`src/rtl/mem_stage_pkg.sv`:
```
`default_nettype none
// ============================================================================
// Package : mem_stage_pkg - memory-stage FSM state and write-back source select
// Revision: 1.0
// ============================================================================
package mem_stage_pkg;

  typedef enum logic [0:0] {
    ST_IDLE   = 1'b0,
    ST_ACCESS = 1'b1
  } mem_state_t;

  localparam logic [1:0] c_wb_src_none = 2'd0;
  localparam logic [1:0] c_wb_src_alu  = 2'd1;
  localparam logic [1:0] c_wb_src_mem  = 2'd2;

  // A simultaneous read+write is treated as a store, so write-back falls back to the ALU path.
  function automatic logic [1:0] wb_src(input logic sel_alu, input logic sel_mem,
                                        input logic rd_wr_conflict);
    if (rd_wr_conflict)  return c_wb_src_alu;
    else if (sel_mem)    return c_wb_src_mem;
    else if (sel_alu)    return c_wb_src_alu;
    else                 return c_wb_src_none;
  endfunction

endpackage
`default_nettype wire

```
`src/rtl/data_mem.sv`:
```
`default_nettype none
// ============================================================================
// Module  : data_mem - data memory, synchronous write, asynchronous read, range guarded
// Revision: 1.0
// ============================================================================
module data_mem #(
  parameter int WORD_LEN  = 8,
  parameter int ADDR_LEN  = 8,
  parameter int MEM_DEPTH = 256
) (
  input  logic                clk,
  input  logic                i_we,
  input  logic [ADDR_LEN-1:0] i_addr,
  input  logic [WORD_LEN-1:0] i_wdata,
  output logic [WORD_LEN-1:0] o_rdata
);

  localparam int IDX_W = (MEM_DEPTH > 1) ? $clog2(MEM_DEPTH) : 1;

  logic [WORD_LEN-1:0] r_mem [MEM_DEPTH];
  logic                w_in_range;
  logic [IDX_W-1:0]    w_idx;

  assign w_in_range = ({1'b0, i_addr} < (ADDR_LEN + 1)'(MEM_DEPTH));
  assign w_idx      = i_addr[IDX_W-1:0];

  always_ff @(posedge clk) begin
    if (i_we && w_in_range) r_mem[w_idx] <= i_wdata;
  end

  assign o_rdata = w_in_range ? r_mem[w_idx] : '0;

endmodule
`default_nettype wire

```
`src/rtl/pr4_mem_wb_stage.sv`:
```
`default_nettype none
// ============================================================================
// Module  : pr4_mem_wb_stage - memory stage with multi-cycle access and MEM/WB register
// Revision: 1.0
// ============================================================================
module pr4_mem_wb_stage
  import mem_stage_pkg::*;
#(
  parameter int WORD_LEN    = 8,
  parameter int INSTR_LEN   = 19,
  parameter int ADDR_LEN    = 8,
  parameter int MEM_DEPTH   = 256,
  parameter int MEM_LATENCY = 2
) (
  input  logic                 clk,
  input  logic                 rst,
  input  logic                 PR3_valid,
  input  logic [INSTR_LEN-1:0] PR3_instruction,
  input  logic [WORD_LEN-1:0]  PR3_alu_out,
  input  logic [WORD_LEN-1:0]  PR3_store_data,
  input  logic [2:0]           PR3_dest_reg,
  input  logic                 PR3_MEM_read,
  input  logic                 PR3_MEM_write,
  input  logic                 PR3_sel_RF_write_src_ALU,
  input  logic                 PR3_sel_RF_write_src_MEM,
  input  logic                 PR3_RF_write_en,
  output logic                 stall,
  output logic                 PR4_valid,
  output logic [INSTR_LEN-1:0] PR4_instruction,
  output logic [WORD_LEN-1:0]  PR4_wb_data,
  output logic [2:0]           PR4_dest_reg,
  output logic                 PR4_RF_write_en,
  output logic                 mem_conflict
);

  localparam int            CW            = $clog2(MEM_LATENCY) + 1;
  localparam logic [CW-1:0] c_cnt_load    = CW'(MEM_LATENCY - 1);
  localparam logic [CW-1:0] c_cnt_last    = CW'(1);
  localparam bit            c_multi_cycle = (MEM_LATENCY > 1);

  mem_state_t           r_state;
  logic [CW-1:0]        r_cnt;
  logic                 r_valid;
  logic [INSTR_LEN-1:0] r_instr;
  logic [WORD_LEN-1:0]  r_wb_data;
  logic [2:0]           r_dest;
  logic                 r_rf_we;
  logic                 r_conflict;

  logic                 w_mem_op;
  logic                 w_rd_wr_conflict;
  logic                 w_complete;
  logic                 w_stall;
  logic                 w_mem_we;
  logic [WORD_LEN-1:0]  w_mem_rdata;
  logic [WORD_LEN-1:0]  w_wb_data;

  assign w_mem_op         = PR3_valid & (PR3_MEM_read | PR3_MEM_write);
  assign w_rd_wr_conflict = w_mem_op & PR3_MEM_read & PR3_MEM_write;

  // Completion edge: any idle non-memory cycle, a single-cycle access, or the last access cycle.
  always_comb begin
    w_complete = 1'b0;
    w_stall    = 1'b0;
    if (r_state == ST_IDLE) begin
      w_complete = !w_mem_op || !c_multi_cycle;
      w_stall    = w_mem_op && c_multi_cycle;
    end else begin
      w_complete = (r_cnt == c_cnt_last);
      w_stall    = (r_cnt > c_cnt_last);
    end
  end

  // Reset must drop stall at once even while upstream still presents a memory op.
  assign stall    = w_stall & ~rst;
  assign w_mem_we = w_complete & w_mem_op & PR3_MEM_write & ~rst;

  data_mem #(
    .WORD_LEN (WORD_LEN),
    .ADDR_LEN (ADDR_LEN),
    .MEM_DEPTH(MEM_DEPTH)
  ) u_data_mem (
    .clk    (clk),
    .i_we   (w_mem_we),
    .i_addr (PR3_alu_out[ADDR_LEN-1:0]),
    .i_wdata(PR3_store_data),
    .o_rdata(w_mem_rdata)
  );

  always_comb begin
    w_wb_data = '0;
    case (wb_src(PR3_sel_RF_write_src_ALU, PR3_sel_RF_write_src_MEM, w_rd_wr_conflict))
      c_wb_src_mem: w_wb_data = w_mem_rdata;
      c_wb_src_alu: w_wb_data = PR3_alu_out;
      default:      w_wb_data = '0;
    endcase
  end

  always_ff @(posedge clk or posedge rst) begin
    if (rst) begin
      r_state    <= ST_IDLE;
      r_cnt      <= '0;
      r_valid    <= 1'b0;
      r_instr    <= '0;
      r_wb_data  <= '0;
      r_dest     <= '0;
      r_rf_we    <= 1'b0;
      r_conflict <= 1'b0;
    end else begin
      case (r_state)
        ST_IDLE: begin
          if (w_mem_op && c_multi_cycle) begin
            r_state <= ST_ACCESS;
            r_cnt   <= c_cnt_load;
          end
        end
        ST_ACCESS: begin
          r_cnt <= r_cnt - c_cnt_last;
          if (r_cnt == c_cnt_last) r_state <= ST_IDLE;
        end
        default: r_state <= ST_IDLE;
      endcase

      if (w_complete) begin
        r_valid   <= PR3_valid;
        r_instr   <= PR3_instruction;
        r_wb_data <= w_wb_data;
        r_dest    <= PR3_dest_reg;
        r_rf_we   <= PR3_valid & PR3_RF_write_en;
      end else if (r_state == ST_IDLE) begin
        r_valid   <= 1'b0;
        r_instr   <= '0;
        r_wb_data <= '0;
        r_dest    <= '0;
        r_rf_we   <= 1'b0;
      end

      if (w_complete && w_rd_wr_conflict) r_conflict <= 1'b1;
    end
  end

  assign PR4_valid       = r_valid;
  assign PR4_instruction = r_instr;
  assign PR4_wb_data     = r_wb_data;
  assign PR4_dest_reg    = r_dest;
  assign PR4_RF_write_en = r_rf_we;
  assign mem_conflict    = r_conflict;

endmodule
`default_nettype wire
```
`config.mk`:
```
export PLATFORM = sky130hd
export DESIGN_NAME = pr4_mem_wb_stage
export DESIGN_NICKNAME = d
export VERILOG_FILES = /design/src/rtl/mem_stage_pkg.sv /design/src/rtl/data_mem.sv /design/src/rtl/pr4_mem_wb_stage.sv
export SDC_FILE = /design/constraint.sdc
export NUM_CORES = 2
export LEC_CHECK = 0
export BUFFER_PORTS_ARGS = -buffer_cell sky130_fd_sc_hd__buf_2
export CAP_MARGIN = 30
export CORE_ASPECT_RATIO = 0.8
export CORE_MARGIN = 2
export CORE_UTILIZATION = 30
export CTS_BUF_LIST = sky130_fd_sc_hd__clkbuf_4
export DETAILED_ROUTE_END_ITERATION = 8
export GPL_TIMING_DRIVEN = 0
export PLACE_DENSITY = 0.45
export SLEW_MARGIN = 5
export SYNTH_ARGS = -nofsm -noshare
export SYNTH_HDL_FRONTEND = slang
export SYNTH_HIERARCHICAL = 1
export SYNTH_SLANG_ARGS = --single-unit
```
`constraint.sdc`:
```
create_clock -name clk -period 3.65 [get_ports clk]
set_input_delay 0.365 -clock clk [delete_from_list [all_inputs] [get_ports clk]]
set_output_delay 0.365 -clock clk [all_outputs]
set_load 0.01 [all_outputs]
```
==> flow_metrics.py <==
metrics = {
    "run_status": {
        "status": "finished, violations left",
        "violations": "negative setup slack",
    },
    "routing": {
        "via_count": 43050,
        "ant_nets": 0,
        "avgRoutedWirePerCell_um": 30.18,
        "dr.first_iter.drc_count": 5013,
        "dr.pass1.iters": 6,
        "drc_errors": 0,
        "drt-total-wl_um": 250600,
        "vias_per_cell": 5.186,
    },
    "final_layout": {
        "final_cells": 8302,
        "final_core_utilization_pct": 35.80,
        "largest_reg_flops": 2048,
        "area_delta_synth_final_pct": 18.83,
        "nNetsFinal": 4520,
        "regMostFlops": "u_data_mem/r_mem",
        "fin_area_sq_mm": 0.09485,
        "drive_above_1_share_pct": 37.20,
        "layout_commonest_cell": "edfxtp_1",
        "layout_common_cells": "edfxtp_1 (2048), clkbuf_4 (749), mux4_2 (512)",
    },
    "clocking": {
        "clock_sinks": 2084,
        "cts_buffer_depth": 4,
        "cts_tree": "yes",
        "cts_made_buffers": 532,
        "clk_pin_slew_ns": 0.06,
        "htreeDepth": 6,
        "clock_latency_ns": 1.20,
        "clockRootBuffer": "clkbuf_4",
    },
    "synth": {
        "synthCells": 3656,
        "seq_area_frac_synth_pct": 78.18,
        "yosys_warnings": 6,
        "syn_area_per_cell_sq_um": 21.83,
        "ys_seq_elements": 2084,
        "syn_area_sq_mm": 0.07982,
        "syn-num-nets": 3705,
        "synth_cell_types": 35,
    },
    "critical_path": {
        "crit_required_ns": 4.73,
        "start_kind": "input pin",
        "crit_fanout": 11,
        "crit_arrival_ns": 5.02,
        "path_class": "in -> reg",
        "reg2reg_to": "u_data_mem/r_mem[222][2]",
        "reg2regPathDepth": 11,
        "worstSetupEndpointType": "flip-flop",
        "reg2reg_from": "r_cnt[1]",
        "rrSetupSlack_ns": 0,
    },
    "die": {
        "core_sq_mm": 0.2650,
        "die_area_sq_mm": 0.2702,
        "ios": 80,
        "fp.dieW_um": 580.7,
        "row_count": 169,
        "die_y_um": 465.4,
        "initial_core_util_pct": 30.13,
    },
    "power_and_ir_drop": {
        "vdd_drop_max_mv": 0.2276,
        "p_leak_nw": 29.26,
        "p_per_area_mw_per_mm2": 521.0,
    },
    "global_routing": {
        "grtUsageTotal_pct": 18.19,
        "grt_pass1_wl_um": 342400,
        "antenna_found_initial": 15,
        "grt_max_degree": 122,
        "grt_pass1_vias": 43120,
        "grt_overflow_total": 0,
    },
    "place": {
        "dp_slack_ns": -1.920,
        "post-place-cells": 7318,
        "place_congestion": 0.8501,
        "hpwlAfterDp_um": 164700,
        "place_area_sq_mm": 0.08608,
        "io_buffers": 79,
    },
    "sta": {
        "fin_crit_ns": 3.948,
        "grt_setup_unrepaired": "true",
        "skew_ns": 0.09799,
        "tightest_slew_ns": 1.180,
        "fmax_mhz": 253.3,
        "hold_violations": 0,
        "fin_hold_ws_ns": 0.1688,
        "final-setup-viol-count": 9,
        "period_share_pct": 108.2,
        "maxSlewHeadroom_pct": 21.36,
        "slew_violations": 0,
        "setup_slack_ns": -0.2983,
    },
    "min_path": {
        "hp-class": "in -> reg",
        "whs_path_depth": 2,
        "min_to": "u_data_mem/r_mem[219][4]",
        "min_from": "PR3_store_data[4]",
    },
    "job": {
        "drv_cap": 0,
    },
}
cells in the mapped netlist, drive strengths merged:
master  count  area share, %
edfxtp   2048             77
mux4      512             14
a22oi     265            2.5
nor2      233            1.1
clkbuf    145           0.68
a21oi     130           0.83
buf        95           0.76
nand2      38           0.18
dfrtp      36            1.1
o41ai      32           0.35
nor3       31           0.19
a22o       23           0.25
nand3      14          0.088
o21ai       9          0.061
inv         8          0.038
nand4       8          0.063
nor2b       8          0.072
nand2b      6          0.047
and2        3          0.024
ha          3          0.047
or2         2          0.016
a211o       1          0.022
a32o        1          0.013
and4        1          0.011
o21a        1          0.011
o21bai      1         0.0094
o31ai       1         0.0094
or3         1         0.0078
report_power, final:
part | total, mW | leakage (nW) | switching [mW] | internal (mW)
Clock | 19.4 | 3.78 | 9.37 | 10.0
Sequential | 26.5 | 18.9 | 0.0970 | 26.4
Combinational | 3.49 | 6.63 | 2.20 | 1.30
layer usage:
metal / vias to the layer above / wire length (um) / global-route usage [%]
li1: 17470 / - / -
met1: 23170 / 113900 / 26.92
met2: 2037 / 107700 / 25.72
met3: 365 / 22310 / 5.144
met4: 10 / 6589 / 5.653
met5: - / 72 / 0
how the worst max path moves through the flow:
stage                                     to            from  cells past startpoint
detailed placement            PR4_wb_data[1]  PR3_alu_out[1]                     12
global placement     u_data_mem/r_mem[64][3]  PR3_alu_out[3]                      8
floorplan           u_data_mem/r_mem[157][0]             rst                      6
finish                        PR4_wb_data[6]  PR3_alu_out[3]                     13
global route        u_data_mem/r_mem[203][2]        r_cnt[1]                      9
CTS                  u_data_mem/r_mem[34][3]        r_cnt[1]                     10
final cells by class:
cell class | count | area, sq um
clock buffers | 739 | 5548
diodes | 4 | 10.01
multi-input cells | 1324 | 17450
flip-flops and latches | 2084 | 62400
repair buffers | 282 | 3037
plain buffers | 239 | 1237
fillers | 24750 | 170100
inverters | 8 | 31.28
clock inverters | 117 | 752.0
well taps | 3505 | 4385
logic make-up after synthesis:
| group | count (synthesis) | share of synthesized area (%) |
|---|---|---|
| AOI/OAI and AO/OA | 464 | 4.050 |
| DFF | 2084 | 78.18 |
| adders and majority gates | 3 | 0.04703 |
| buffers and inverters | 248 | 1.484 |
| and+or+nand+nor | 345 | 1.796 |
| muxes | 512 | 14.45 |
worst max-delay path: stages:
cell             delay, ns
buf_2                 0.11
clkbuf_1              0.22
nor2_1                0.53
buf_4                 0.30
clkbuf_2              0.67
clkbuf_1              0.68
a22oi_1               0.23
a21oi_1               0.93
o41ai_1               0.13
clkdlybuf4s18_2       0.31
nand4_1               0.27
a22oi_1               0.11
o21ai_1               0.14
stage by stage:
| step | total power [mW] | TNS [ns] |
|---|---|---|
| 2_1_floorplan | 28.54 | 0 |
| 3_3_place_gp | 30.16 | -7247.04 |
| 3_5_place_dp | 30.19 | -2140.04 |
| 4_1_cts | 50.01 | -2.501 |
| 5_1_grt | 51.47 | -2.030 |
| 6_report | 49.42 | -1.557 |
timing repair:
item / CTS / global route
hold buffers: 105 / 0
hold endpoints to repair: 1381 / 0
pin swaps: 0 / 1
setup endpoints to repair: 1572 / 435
resized for setup: 287 / 50
buffers inserted: 0 / 1
(Power assumes the default switching activity.)
